`config.mk`:
```
export PLATFORM = sky130hd
export DESIGN_NAME = frame_tick_gen_flat
export DESIGN_NICKNAME = d
export VERILOG_FILES = /design/src/rtl/frame_tick_gen_if.sv /design/src/rtl/frame_tick_gen.sv /design/src/flat_wrapper.sv
export SDC_FILE = /design/constraint.sdc
export NUM_CORES = 1
export LEC_CHECK = 0
export ABC_CLOCK_PERIOD_IN_PS = 2100
export BUFFER_PORTS_ARGS = -buffer_cell sky130_fd_sc_hd__buf_2
export CORE_MARGIN = 2
export CORE_UTILIZATION = 49
export CTS_CLUSTER_SIZE = 12
export DETAILED_ROUTE_END_ITERATION = 16
export HOLD_SLACK_MARGIN = 0.05
export PLACE_DENSITY = 0.74
export SYNTH_ARGS = -nofsm -noshare
export SYNTH_HDL_FRONTEND = slang
export SYNTH_SLANG_ARGS = --single-unit
```
`constraint.sdc`:
```
create_clock -name clk -period 2.1 [get_ports clk]
set_clock_uncertainty 0.15 [all_clocks]
set_input_delay 0.315 -clock clk [delete_from_list [all_inputs] [get_ports clk]]
set_output_delay 0.315 -clock clk [all_outputs]
set_load 0.02 [all_outputs]
```
`src/rtl/frame_tick_gen_if.sv`:
```
// Control and status bundle for frame_tick_gen: frame strobe, per-channel
// start/stop/mode/period in, per-channel tick/busy/frames/tick count out.
interface frame_tick_gen_if #(
    parameter int unsigned NUM_CH = 2,
    parameter int unsigned CNT_W  = 11,
    parameter int unsigned TCK_W  = 8
);
    logic                      enable;
    logic [NUM_CH-1:0]         ch_start;
    logic [NUM_CH-1:0]         ch_stop;
    logic [NUM_CH-1:0]         ch_oneshot;
    logic [NUM_CH*CNT_W-1:0]   period;
    logic [NUM_CH-1:0]         tick_out;
    logic [NUM_CH-1:0]         busy;
    logic [NUM_CH*CNT_W-1:0]   frames;
    logic [NUM_CH*TCK_W-1:0]   tick_count;

    modport master (
        output enable, ch_start, ch_stop, ch_oneshot, period,
        input  tick_out, busy, frames, tick_count
    );

    modport slave (
        input  enable, ch_start, ch_stop, ch_oneshot, period,
        output tick_out, busy, frames, tick_count
    );
endinterface

```
`src/rtl/frame_tick_gen.sv`:
```
// Multi-channel frame-rate divider: each channel ticks once every (P+1) frame
// strobes, periodic or one-shot, with a saturating per-channel tick counter.
module frame_tick_gen #(
    parameter int unsigned NUM_CH = 2,
    parameter int unsigned CNT_W  = 11,
    parameter int unsigned TCK_W  = 8
) (
    input  logic                  clk,
    input  logic                  reset_frame_tick,
    frame_tick_gen_if.slave       bus
);
    typedef enum logic {IDLE = 1'b0, RUN = 1'b1} state_t;

    state_t             state_q  [NUM_CH];
    state_t             state_d  [NUM_CH];
    logic [CNT_W-1:0]   frames_q [NUM_CH];
    logic [CNT_W-1:0]   frames_d [NUM_CH];
    logic [CNT_W-1:0]   period_q [NUM_CH];
    logic [CNT_W-1:0]   period_d [NUM_CH];
    logic               mode_q   [NUM_CH];
    logic               mode_d   [NUM_CH];
    logic [TCK_W-1:0]   tcnt_q   [NUM_CH];
    logic [TCK_W-1:0]   tcnt_d   [NUM_CH];
    logic               tick_q   [NUM_CH];
    logic               tick_d   [NUM_CH];
    logic               term     [NUM_CH];

    always_ff @(posedge clk) begin
        for (int unsigned i = 0; i < NUM_CH; i++) begin
            if (!reset_frame_tick) begin
                state_q[i]  <= IDLE;
                frames_q[i] <= '0;
                period_q[i] <= '0;
                mode_q[i]   <= 1'b0;
                tcnt_q[i]   <= '0;
                tick_q[i]   <= 1'b0;
            end else begin
                state_q[i]  <= state_d[i];
                frames_q[i] <= frames_d[i];
                period_q[i] <= period_d[i];
                mode_q[i]   <= mode_d[i];
                tcnt_q[i]   <= tcnt_d[i];
                tick_q[i]   <= tick_d[i];
            end
        end
    end

    // Terminal strobe: compare before increment, so P = all-ones cannot overflow.
    always_comb begin
        for (int unsigned i = 0; i < NUM_CH; i++) begin
            term[i] = (state_q[i] == RUN) && bus.enable && (frames_q[i] == period_q[i]);
        end
    end

    always_comb begin
        for (int unsigned i = 0; i < NUM_CH; i++) begin
            state_d[i] = state_q[i];
            if (bus.ch_stop[i]) begin
                state_d[i] = IDLE;
            end else if (bus.ch_start[i]) begin
                state_d[i] = RUN;
            end else if (term[i] && mode_q[i]) begin
                state_d[i] = IDLE;
            end
        end
    end

    always_comb begin
        for (int unsigned i = 0; i < NUM_CH; i++) begin
            frames_d[i] = frames_q[i];
            period_d[i] = period_q[i];
            mode_d[i]   = mode_q[i];
            tcnt_d[i]   = tcnt_q[i];
            tick_d[i]   = 1'b0;
            if (bus.ch_stop[i]) begin
                frames_d[i] = '0;
            end else if (bus.ch_start[i]) begin
                period_d[i] = bus.period[i*CNT_W +: CNT_W];
                mode_d[i]   = bus.ch_oneshot[i];
                frames_d[i] = '0;
                tcnt_d[i]   = '0;
            end else if (state_q[i] == IDLE) begin
                frames_d[i] = '0;
            end else if (term[i]) begin
                tick_d[i]   = 1'b1;
                frames_d[i] = '0;
                if (tcnt_q[i] != '1) begin
                    tcnt_d[i] = tcnt_q[i] + TCK_W'(1);
                end
            end else if (bus.enable) begin
                frames_d[i] = frames_q[i] + CNT_W'(1);
            end
        end
    end

    always_comb begin
        bus.tick_out   = '0;
        bus.busy       = '0;
        bus.frames     = '0;
        bus.tick_count = '0;
        for (int unsigned i = 0; i < NUM_CH; i++) begin
            bus.tick_out[i]                 = tick_q[i];
            bus.busy[i]                     = (state_q[i] == RUN);
            bus.frames[i*CNT_W +: CNT_W]     = frames_q[i];
            bus.tick_count[i*TCK_W +: TCK_W] = tcnt_q[i];
        end
    end
endmodule

```
`src/flat_wrapper.sv`:
```
// flat-port wrapper written by rule: the top's interface ports become plain ports
module frame_tick_gen_flat 
#(
    parameter int unsigned NUM_CH = 2,
    parameter int unsigned CNT_W  = 11,
    parameter int unsigned TCK_W  = 8
)
  (clk, reset_frame_tick, bus_enable, bus_ch_start, bus_ch_stop, bus_ch_oneshot, bus_period, bus_tick_out, bus_busy, bus_frames, bus_tick_count);
  frame_tick_gen_if #(.NUM_CH(NUM_CH), .CNT_W(CNT_W), .TCK_W(TCK_W)) bus_i ();
  input  logic clk;
  input  logic reset_frame_tick;
  input wire logic [$bits(bus_i.enable)-1:0] bus_enable;
  input wire logic [$bits(bus_i.ch_start)-1:0] bus_ch_start;
  input wire logic [$bits(bus_i.ch_stop)-1:0] bus_ch_stop;
  input wire logic [$bits(bus_i.ch_oneshot)-1:0] bus_ch_oneshot;
  input wire logic [$bits(bus_i.period)-1:0] bus_period;
  output wire logic [$bits(bus_i.tick_out)-1:0] bus_tick_out;
  output wire logic [$bits(bus_i.busy)-1:0] bus_busy;
  output wire logic [$bits(bus_i.frames)-1:0] bus_frames;
  output wire logic [$bits(bus_i.tick_count)-1:0] bus_tick_count;
  assign bus_i.enable = bus_enable;
  assign bus_i.ch_start = bus_ch_start;
  assign bus_i.ch_stop = bus_ch_stop;
  assign bus_i.ch_oneshot = bus_ch_oneshot;
  assign bus_i.period = bus_period;
  assign bus_tick_out = bus_i.tick_out;
  assign bus_busy = bus_i.busy;
  assign bus_frames = bus_i.frames;
  assign bus_tick_count = bus_i.tick_count;
  frame_tick_gen #(.NUM_CH(NUM_CH), .CNT_W(CNT_W), .TCK_W(TCK_W)) u_core (.clk(clk), .reset_frame_tick(reset_frame_tick), .bus(bus_i));
endmodule
```
==> flow_results.xml, run 1 <==
<?xml version="1.0" encoding="UTF-8"?>
<metrics>
  <group name="timing">
    <metric name="finalHoldViolCount" unit="">0</metric>
    <metric name="slew_headroom" unit="%">64.19</metric>
    <metric name="slew_limit_fails" unit="">0</metric>
    <metric name="grt_setup_unrepaired" unit="">yes</metric>
    <metric name="worst_hold_slack" unit="ns">0.06710</metric>
    <metric name="final_count_of_negative_setup_slack_endpoints" unit="">0</metric>
    <metric name="max_freq" unit="GHz">0.4869</metric>
    <metric name="max_slew.worst_pin.slew" unit="ns">0.5372</metric>
    <metric name="min_period" unit="ns">2.054</metric>
    <metric name="timing.setup.tns" unit="ns">0</metric>
    <metric name="timing.final.crit_share" unit="%">97.80</metric>
  </group>
  <group name="setup_path">
    <metric name="regToRegEndpoint" unit="">u_core.tcnt_q[0][3]$_SDFFE_PN0P_</metric>
    <metric name="ff2ff_setup_slack" unit="ns">0.05</metric>
    <metric name="worstSetupEndpointType" unit="">flip-flop</metric>
    <metric name="worstPathRequired" unit="ns">2.21</metric>
    <metric name="worstPathArrival" unit="ns">2.16</metric>
    <metric name="worstPathMaxFanout" unit="">6</metric>
    <metric name="startpoint_type" unit="">flip-flop</metric>
    <metric name="criticalPathCategory" unit="">flip-flop to flip-flop</metric>
    <metric name="r2r.worst_path.cells" unit="">6</metric>
    <metric name="critical_path.reg2reg.startpoint" unit="">u_core.period_q[0][2]$_SDFFE_PN0P_</metric>
  </group>
  <group name="yosys">
    <metric name="postSynth.asyncResetShare" unit="%">0</metric>
    <metric name="synth_seq_area_share" unit="%">41.02</metric>
    <metric name="synth-main-ff-cell" unit="">sky130_fd_sc_hd__dfxtp_1</metric>
    <metric name="number_of_enable_type_register_cells_in_the_synthesized_netlist" unit="">1</metric>
    <metric name="synthesis.area_per_instance" unit="um^2">8.280</metric>
    <metric name="yosys_register_bits" unit="">66</metric>
    <metric name="post_synth_inst_count" unit="">392</metric>
    <metric name="post_synth_instance_area" unit="mm^2">0.003246</metric>
    <metric name="post_synth_num_cell_types" unit="">49</metric>
    <metric name="synth_warnings" unit="">0</metric>
    <metric name="syn-num-nets" unit="">427</metric>
  </group>
  <group name="power">
    <metric name="clock_power_share" unit="%">42.8</metric>
    <metric name="seqPwrFrac" unit="%">48.8</metric>
    <metric name="power-per-cell-area" unit="mW/mm^2">651.0</metric>
    <metric name="power.switching" unit="uW">610.4</metric>
    <metric name="power.ir.vdd_worst" unit="uV">438.6</metric>
    <metric name="p_int" unit="uW">2056</metric>
    <metric name="static_leakage_power" unit="uW">0.001683</metric>
    <metric name="share_comb_of_total_power" unit="%">8.5</metric>
    <metric name="switching_share" unit="%">22.89</metric>
  </group>
  <group name="placed_design">
    <metric name="place.port_buffers" unit="">72</metric>
    <metric name="finalWeightedCongestion" unit="">0.8180</metric>
    <metric name="placed_cell_area" unit="mm^2">0.003810</metric>
    <metric name="dp.cells" unit="">542</metric>
    <metric name="hpwl" unit="mm">5.771</metric>
  </group>
  <group name="floorplan">
    <metric name="die_extent_in_y" unit="um">85.39</metric>
    <metric name="start_util" unit="%">50.82</metric>
    <metric name="die_area" unit="mm^2">0.007291</metric>
    <metric name="die_w" unit="um">85.39</metric>
    <metric name="row_count" unit="">29</metric>
    <metric name="fp.coreArea" unit="mm^2">0.006386</metric>
    <metric name="floorplan.io_pins" unit="">73</metric>
  </group>
  <group name="grt">
    <metric name="first_global_vias" unit="">2878</metric>
    <metric name="grt_pass1_wl" unit="mm">13.41</metric>
    <metric name="grt_start_max_net_pins" unit="">31</metric>
    <metric name="antenna_found_initial" unit="">0</metric>
    <metric name="grt.overflow.total" unit="">0</metric>
    <metric name="grt.total_usage" unit="%">22.79</metric>
  </group>
  <group name="clocking">
    <metric name="h_tree_levels" unit="">3</metric>
    <metric name="cts_made_buffers" unit="">9</metric>
    <metric name="clock_sink_count" unit="">66</metric>
    <metric name="ctsLongestPathBuffers" unit="">2</metric>
    <metric name="cts_tree" unit="">done</metric>
    <metric name="clock_tree.root_cell" unit="">sky130_fd_sc_hd__clkbuf_8</metric>
    <metric name="clock_latency" unit="ns">0.33</metric>
    <metric name="clk_pin_slew" unit="ns">0.07</metric>
  </group>
  <group name="detailed_routing">
    <metric name="postRouteWirelength" unit="mm">8.131</metric>
    <metric name="drt_drc_violations_left" unit="">0</metric>
    <metric name="vias" unit="">3114</metric>
    <metric name="avgViaCountPerCell" unit="">5.541</metric>
    <metric name="drtAntennaViolNets" unit="">0</metric>
    <metric name="post_drt_wl_per_cell" unit="um">14.47</metric>
    <metric name="drt-pass1-iter-count" unit="">5</metric>
    <metric name="detailedRoute.firstIterationViolations" unit="">195</metric>
  </group>
  <group name="cells_and_area">
    <metric name="post-route-util" unit="%">64.15</metric>
    <metric name="layout.cells.most_common" unit="">sky130_fd_sc_hd__buf_2</metric>
    <metric name="num_antenna_cells" unit="">0</metric>
    <metric name="num-fill-cells" unit="">567</metric>
    <metric name="fin_nets" unit="">515</metric>
    <metric name="instances_no_fill" unit="">562</metric>
    <metric name="commonest_non_fill_non_tap_cells_in_the_layout" unit="">72 x sky130_fd_sc_hd__buf_2, 70 x sky130_fd_sc_hd__nand2_1, 57 x sky130_fd_sc_hd__dfxtp_1</metric>
    <metric name="share_of_cells_above_drive_strength_1" unit="%">27.01</metric>
    <metric name="area.growth.synth_to_final" unit="%">26.21</metric>
    <metric name="layout.cell_area.non_filler" unit="mm^2">0.004096</metric>
  </group>
  <group name="min_path">
    <metric name="end_point_of_the_most_critical_hold_path" unit="">u_core.period_q[0][10]$_SDFFE_PN0P_</metric>
    <metric name="min-delay-start" unit="">bus_period[10]</metric>
    <metric name="hold_path_depth" unit="">3</metric>
    <metric name="timing.hold.worst.class" unit="">input pin to flip-flop</metric>
  </group>
  <group name="status">
    <metric name="status" unit="">completed</metric>
  </group>
  <group name="flow_run">
    <metric name="maxCapViolations" unit="">0</metric>
  </group>
</metrics>
==> cells by family after synthesis <==
family,after synthesis,share of synthesized area [%]
buffers and inverters,33,4.780
XOR/XNOR,43,11.60
AND/OR/NAND/NOR,190,30.11
flip-flops,66,41.02
adder cells (fa/ha/maj),4,1.542
AO/OA/AOI/OAI,54,10.33
multiplexers,2,0.6168
==> cell type report <==
type	instances	area [um^2]	share of cell area [%]
clock buffer	15	186.4	4.551
multi-input combinational	293	1800	43.95
sequential	66	1341	32.74
inverter	10	37.54	0.9163
timing repair buffer	100	604.3	14.75
clock inverter	1	30.03	0.7330
tap	77	96.34	2.352
==> how the worst max path moves through the flow <==
| stage | start | to | cells past startpoint |
|---|---|---|---|
| 5_1_grt | u_core.frames_q[0][7]$_SDFFE_PP0P_ | u_core.tcnt_q[0][4]$_SDFFE_PN0P_ | 6 |
| 3_5_place_dp | u_core.period_q[0][5]$_SDFFE_PN0P_ | u_core.tcnt_q[0][4]$_SDFFE_PN0P_ | 6 |
| 6_report | u_core.period_q[0][2]$_SDFFE_PN0P_ | u_core.tcnt_q[0][3]$_SDFFE_PN0P_ | 6 |
| 3_3_place_gp | u_core.period_q[0][5]$_SDFFE_PN0P_ | u_core.tcnt_q[0][4]$_SDFFE_PN0P_ | 6 |
| 2_1_floorplan | u_core.frames_q[0][3]$_SDFFE_PP0P_ | u_core.tcnt_q[0][1]$_SDFFE_PN0P_ | 6 |
| 4_1_cts | u_core.frames_q[1][10]$_SDFFE_PP0P_ | u_core.tcnt_q[1][3]$_SDFFE_PN0P_ | 5 |
==> metrics by stage <==
stage               setup slack, ns  total power (uW)
floorplan                  -0.01511              1464
global placement            0.09292              1539
detailed placement          0.03961              1544
CTS                         0.01416              2682
global route               -0.03879              2766
finish                      0.04619              2667
==> metal layers <==
layer	vias to the layer above	share of wire [%]	global-route usage, %
li1	1540	-	-
met1	1470	44	28.83
met2	94	49	37.36
met3	10	5.5	4.572
met4	0	1.4	10.53
met5	-	0	0
==> power by group through the flow <==
stage          Sequential, uW  Clock (uW)  Combinational [uW]
6_report                 1300        1140                 226
5_1_grt                  1300        1210                 249
4_1_cts                  1300        1160                 221
3_5_place_dp             1330           0                 216
3_3_place_gp             1330           0                 212
2_1_floorplan            1320           0                 139
==> registers in the layout, summed over array words and instances (netlist names) <==
signal,flops
u_core.state_q,2
u_core.frames_q,22
u_core.tcnt_q,16
u_core.tick_q,2
u_core.mode_q,2
u_core.period_q,22
==> timing repair <==
action | 4_1_cts | 5_1_grt
setup endpoints to repair | 0 | 12
setup buffers | 0 | 1
endpoints found under the hold margin | 2 | 0
hold buffers | 2 | 0
gates resized for setup | 0 | 11
==> critical path, stage by stage (launching register included) <==
cell	delay, ns
sky130_fd_sc_hd__dfxtp_2	0.33
sky130_fd_sc_hd__xor2_2	0.17
sky130_fd_sc_hd__or4_4	0.54
sky130_fd_sc_hd__nor4_4	0.33
sky130_fd_sc_hd__buf_6	0.17
sky130_fd_sc_hd__nand4_1	0.09
sky130_fd_sc_hd__a31oi_1	0.19
==> cells in the mapped netlist (2+ instances only) <==
cell	n	area, um^2
sky130_fd_sc_hd__nand3_1	12	60.06
sky130_fd_sc_hd__nand4_1	23	143.9
sky130_fd_sc_hd__nand4b_1	2	17.52
sky130_fd_sc_hd__nor2_1	31	116.4
sky130_fd_sc_hd__a21oi_1	27	135.1
sky130_fd_sc_hd__xor2_1	26	227.7
sky130_fd_sc_hd__xnor2_1	17	148.9
sky130_fd_sc_hd__dfxtp_1	65	1301
sky130_fd_sc_hd__a41oi_1	2	17.52
sky130_fd_sc_hd__nor3b_1	2	15.01
sky130_fd_sc_hd__or4_1	3	22.52
sky130_fd_sc_hd__nand2b_1	6	37.54
sky130_fd_sc_hd__inv_1	9	33.78
sky130_fd_sc_hd__clkbuf_1	15	56.30
sky130_fd_sc_hd__buf_6	2	22.52
sky130_fd_sc_hd__nand3b_1	2	15.01
sky130_fd_sc_hd__nor3_1	9	45.04
sky130_fd_sc_hd__buf_4	4	30.03
sky130_fd_sc_hd__nor2b_1	3	18.77
sky130_fd_sc_hd__and3_1	10	62.56
sky130_fd_sc_hd__o21ai_0	5	25.02
sky130_fd_sc_hd__ha_1	4	50.05
sky130_fd_sc_hd__a31oi_1	8	50.05
sky130_fd_sc_hd__nand2_1	70	262.8
sky130_fd_sc_hd__mux2i_1	2	20.02
sky130_fd_sc_hd__nor4_1	5	31.28
sky130_fd_sc_hd__a211o_1	6	52.55
Note: power is estimated with default switching activity, not from simulation.
==> inputs of run 2 (changes only) <==
Settings changed: ABC_AREA set to 1.
==> run 2 against run 1 <==
  * Die area increased by 7.4%
  * Hold slack got worse by 0.0017 ns
  * First-iteration DRC count is 52% lower
  * Routed wire length increased by 0.30%
  * Fmax rose by 11%
==> flow_results.xml, run 2 <==
<?xml version="1.0" encoding="UTF-8"?>
<metrics>
  <group name="yosys">
    <metric name="yosys.area_share.simple" unit="%">33.05</metric>
    <metric name="syn-num-nets" unit="">566</metric>
    <metric name="synth_top_family_by_area" unit="">simple AND/OR/NAND/NOR gates</metric>
    <metric name="post_synth_num_cell_types" unit="">29</metric>
    <metric name="yosys_register_bits" unit="">66</metric>
    <metric name="netlist.area_leader.share" unit="%">37.20</metric>
    <metric name="post_synth_instance_area" unit="mm^2">0.003498</metric>
    <metric name="post_synth_inst_count" unit="">531</metric>
    <metric name="yosys.area.top_type" unit="">sky130_fd_sc_hd__dfxtp_1</metric>
    <metric name="postSynth.asyncResetShare" unit="%">0</metric>
    <metric name="synthesis.area_per_instance" unit="um^2">6.588</metric>
    <metric name="synth-main-ff-cell" unit="">sky130_fd_sc_hd__dfxtp_1</metric>
    <metric name="synthAdderAreaFrac" unit="%">1.431</metric>
    <metric name="post_synth_main_area_contributors" unit="">sky130_fd_sc_hd__dfxtp_1 37%, sky130_fd_sc_hd__nand2_1 15%, sky130_fd_sc_hd__inv_1 8.2%</metric>
    <metric name="synth_warnings" unit="">0</metric>
    <metric name="number_of_enable_type_register_cells_in_the_synthesized_netlist" unit="">1</metric>
    <metric name="synthXorXnorAreaFrac" unit="%">3.755</metric>
    <metric name="post-synth-top-count-cell" unit="">sky130_fd_sc_hd__nand2_1</metric>
    <metric name="synth_seq_area_share" unit="%">38.05</metric>
    <metric name="synth.mux.area_fraction" unit="%">0</metric>
    <metric name="synth-compound-area-share" unit="%">11.59</metric>
    <metric name="synth_commonest_cells" unit="">138 x sky130_fd_sc_hd__nand2_1, 76 x sky130_fd_sc_hd__inv_1, 65 x sky130_fd_sc_hd__dfxtp_1, 57 x sky130_fd_sc_hd__nor2_1, 50 x sky130_fd_sc_hd__a21oi_1</metric>
  </group>
  <group name="power">
    <metric name="power.ir.vdd_worst" unit="uV">524.3</metric>
    <metric name="switching_share" unit="%">24.84</metric>
    <metric name="static_leakage_power" unit="uW">0.001885</metric>
    <metric name="power-per-cell-area" unit="mW/mm^2">673.0</metric>
    <metric name="power.switching" unit="uW">689.5</metric>
    <metric name="p_int" unit="uW">2086</metric>
    <metric name="seqPwrFrac" unit="%">47.5</metric>
    <metric name="share_comb_of_total_power" unit="%">9.0</metric>
    <metric name="clock_power_share" unit="%">43.5</metric>
  </group>
  <group name="detailed_routing">
    <metric name="detailedRoute.firstIterationViolations" unit="">93</metric>
    <metric name="postRouteWirelength" unit="mm">8.155</metric>
    <metric name="drt_drc_violations_left" unit="">0</metric>
    <metric name="avgViaCountPerCell" unit="">4.923</metric>
    <metric name="vias" unit="">3446</metric>
    <metric name="drtAntennaViolNets" unit="">0</metric>
    <metric name="post_drt_wl_per_cell" unit="um">11.65</metric>
    <metric name="drt-pass1-iter-count" unit="">4</metric>
  </group>
  <group name="setup_path">
    <metric name="worstPathRequired" unit="ns">2.22</metric>
    <metric name="critical_path.reg2reg.startpoint" unit="">u_core.tcnt_q[1][0]$_SDFFE_PN0P_</metric>
    <metric name="worstPathArrival" unit="ns">1.97</metric>
    <metric name="ff2ff_setup_slack" unit="ns">0.25</metric>
    <metric name="criticalPathCategory" unit="">flip-flop to flip-flop</metric>
    <metric name="startpoint_type" unit="">flip-flop</metric>
    <metric name="worstPathMaxFanout" unit="">12</metric>
    <metric name="crit_path_start" unit="">u_core.tcnt_q[1][0]$_SDFFE_PN0P_</metric>
    <metric name="worstSetupEndpointType" unit="">flip-flop</metric>
  </group>
  <group name="grt">
    <metric name="grt_pass1_wl" unit="mm">13.37</metric>
    <metric name="grt.total_usage" unit="%">21.61</metric>
    <metric name="busiest_layer" unit="">met2</metric>
    <metric name="met2_resource_use_gr" unit="%">38.48</metric>
    <metric name="met1_track_utilization_from_global_routing" unit="%">25.13</metric>
    <metric name="antenna_found_initial" unit="">0</metric>
    <metric name="grt.overflow.total" unit="">0</metric>
    <metric name="grt_start_max_net_pins" unit="">25</metric>
    <metric name="grt_use_met3" unit="%">6.157</metric>
    <metric name="first_global_vias" unit="">3194</metric>
  </group>
  <group name="floorplan">
    <metric name="floorplan.io_pins" unit="">73</metric>
    <metric name="start_util" unit="%">50.93</metric>
    <metric name="die_w" unit="um">88.50</metric>
    <metric name="die_extent_in_y" unit="um">88.50</metric>
    <metric name="row_count" unit="">30</metric>
    <metric name="fp.coreArea" unit="mm^2">0.006869</metric>
    <metric name="die_area" unit="mm^2">0.007831</metric>
  </group>
  <group name="status">
    <metric name="status" unit="">completed</metric>
  </group>
  <group name="cells_and_area">
    <metric name="instances_no_fill" unit="">700</metric>
    <metric name="share_of_cells_above_drive_strength_1" unit="%">19.37</metric>
    <metric name="layout.cells.most_common" unit="">sky130_fd_sc_hd__nand2_1</metric>
    <metric name="multi_input_comb_area" unit="mm^2">0.001743</metric>
    <metric name="commonest_non_fill_non_tap_cells_in_the_layout" unit="">138 x sky130_fd_sc_hd__nand2_1, 76 x sky130_fd_sc_hd__inv_1, 72 x sky130_fd_sc_hd__buf_2</metric>
    <metric name="num_antenna_cells" unit="">0</metric>
    <metric name="num-fill-cells" unit="">655</metric>
    <metric name="sequential_cell_area" unit="mm^2">0.001331</metric>
    <metric name="layout_top_registers" unit="">u_core.frames_q (22), u_core.period_q (22), u_core.tcnt_q (16)</metric>
    <metric name="fin_nets" unit="">634</metric>
    <metric name="layout.cell_area.non_filler" unit="mm^2">0.004124</metric>
    <metric name="area.growth.synth_to_final" unit="%">17.88</metric>
  </group>
  <group name="clocking">
    <metric name="clock_sink_count" unit="">66</metric>
    <metric name="cts_tree" unit="">done</metric>
    <metric name="post_cts.resized_instances" unit="">0</metric>
    <metric name="clk_pin_slew" unit="ns">0.09</metric>
    <metric name="h_tree_levels" unit="">3</metric>
    <metric name="clock_tree.root_cell" unit="">sky130_fd_sc_hd__clkbuf_8</metric>
    <metric name="cts_hold_repair.buffers" unit="">0</metric>
    <metric name="ctsLongestPathBuffers" unit="">2</metric>
    <metric name="cts_setup_buffers" unit="">0</metric>
    <metric name="cts_made_buffers" unit="">9</metric>
    <metric name="clock_latency" unit="ns">0.34</metric>
  </group>
  <group name="placed_design">
    <metric name="dp.cells" unit="">684</metric>
    <metric name="finalWeightedCongestion" unit="">0.8275</metric>
    <metric name="placed_cell_area" unit="mm^2">0.003896</metric>
    <metric name="hpwl" unit="mm">6.152</metric>
    <metric name="place.port_buffers" unit="">72</metric>
    <metric name="pre_cts_ws" unit="ns">0.2449</metric>
  </group>
  <group name="timing">
    <metric name="finalHoldViolCount" unit="">0</metric>
    <metric name="postLayoutSetupSlackWorst" unit="ns">0.2486</metric>
    <metric name="worst_hold_slack" unit="ns">0.06542</metric>
    <metric name="final_count_of_negative_setup_slack_endpoints" unit="">0</metric>
    <metric name="timing.setup.tns" unit="ns">0</metric>
    <metric name="grt_setup_unrepaired" unit="">no</metric>
    <metric name="max_slew.worst_pin.slew" unit="ns">0.3623</metric>
    <metric name="slew_headroom" unit="%">75.82</metric>
    <metric name="min_period" unit="ns">1.851</metric>
    <metric name="max_freq" unit="GHz">0.5401</metric>
    <metric name="slew_limit_fails" unit="">0</metric>
    <metric name="timing.final.crit_share" unit="%">88.16</metric>
  </group>
  <group name="min_path">
    <metric name="timing.hold.worst.class" unit="">input pin to flip-flop</metric>
    <metric name="min-delay-start" unit="">bus_period[15]</metric>
  </group>
  <group name="flow_run">
    <metric name="maxCapViolations" unit="">0</metric>
  </group>
</metrics>
==> run 2: cell count changes after synthesis, sizes merged, moves of 6 or more <==
| cell | change |
|---|---|
| a211o | -6 |
| a21oi | +23 |
| a31oi | -8 |
| and3 | -10 |
| inv | +74 |
| nand2 | +71 |
| nand2b | -6 |
| nand3 | +28 |
| nand4 | -17 |
| nor2 | +30 |
| nor4 | -6 |
| o21ai | +23 |
| xnor2 | -14 |
| xor2 | -14 |
==> run 2: worst paths after layout <==
path,endpoint,cells after the start
setup / recovery,u_core.tcnt_q[1][3]$_SDFFE_PN0P_,9
hold / removal,u_core.period_q[1][4]$_SDFFE_PN0P_,3
setup reg to reg,u_core.tcnt_q[1][3]$_SDFFE_PN0P_,9
hold reg to reg,u_core.period_q[0][4]$_SDFFE_PN0P_,2
==> run 2: final cells by class <==
type	count	area share [%]
clock buffers	10	3.337
clock inverters	6	2.184
inverters	83	7.555
multi-input cells	363	42.26
flip-flops and latches	66	32.28
well taps	96	2.913
repair buffers	76	9.466
==> run 2: logic make-up (layout without fill, tap and decap cells) <==
group	Yosys count	in the layout
flops	66	66
xor+xnor	15	15
fa+ha+maj	4	4
compound gates	80	80
buf+inv	102	175
simple gates	264	264
==> run 2: through the flow <==
step / util [%] / power, uW
after floorplan: - / 1520
after global placement: 56.72 / 1588
after detailed placement: 56.72 / 1597
after CTS: 60.04 / 2793
after global routing: 60.04 / 2895
final: 60.04 / 2776
==> run 2: layer usage <==
metal	wire, um	vias to the layer above	part of all wire [%]
met3	362	6	4.4
met2	4062	73	50
met4	61	0	0.75
li1	-	1796	-
met5	0	-	0
met1	3668	1571	45
==> run 2: critical path: stages, from the launching register on <==
cell and delay, ns:
sky130_fd_sc_hd__dfxtp_1 0.40, sky130_fd_sc_hd__ha_1 0.21, sky130_fd_sc_hd__nand2_1 0.10, sky130_fd_sc_hd__nor3_2 0.22
sky130_fd_sc_hd__nand4_1 0.11, sky130_fd_sc_hd__nand2_1 0.07, sky130_fd_sc_hd__inv_1 0.16, sky130_fd_sc_hd__nand2_1 0.18
sky130_fd_sc_hd__nand2_1 0.07, sky130_fd_sc_hd__a21oi_1 0.12
==> run 2: power groups by stage <==
stage / Clock [uW] / Combinational, uW / Sequential [uW]
CTS: 1220 / 252 / 1320
floorplan: 0 / 174 / 1350
global placement: 0 / 244 / 1340
detailed placement: 0 / 251 / 1350
finish: 1210 / 250 / 1320
global route: 1290 / 287 / 1320
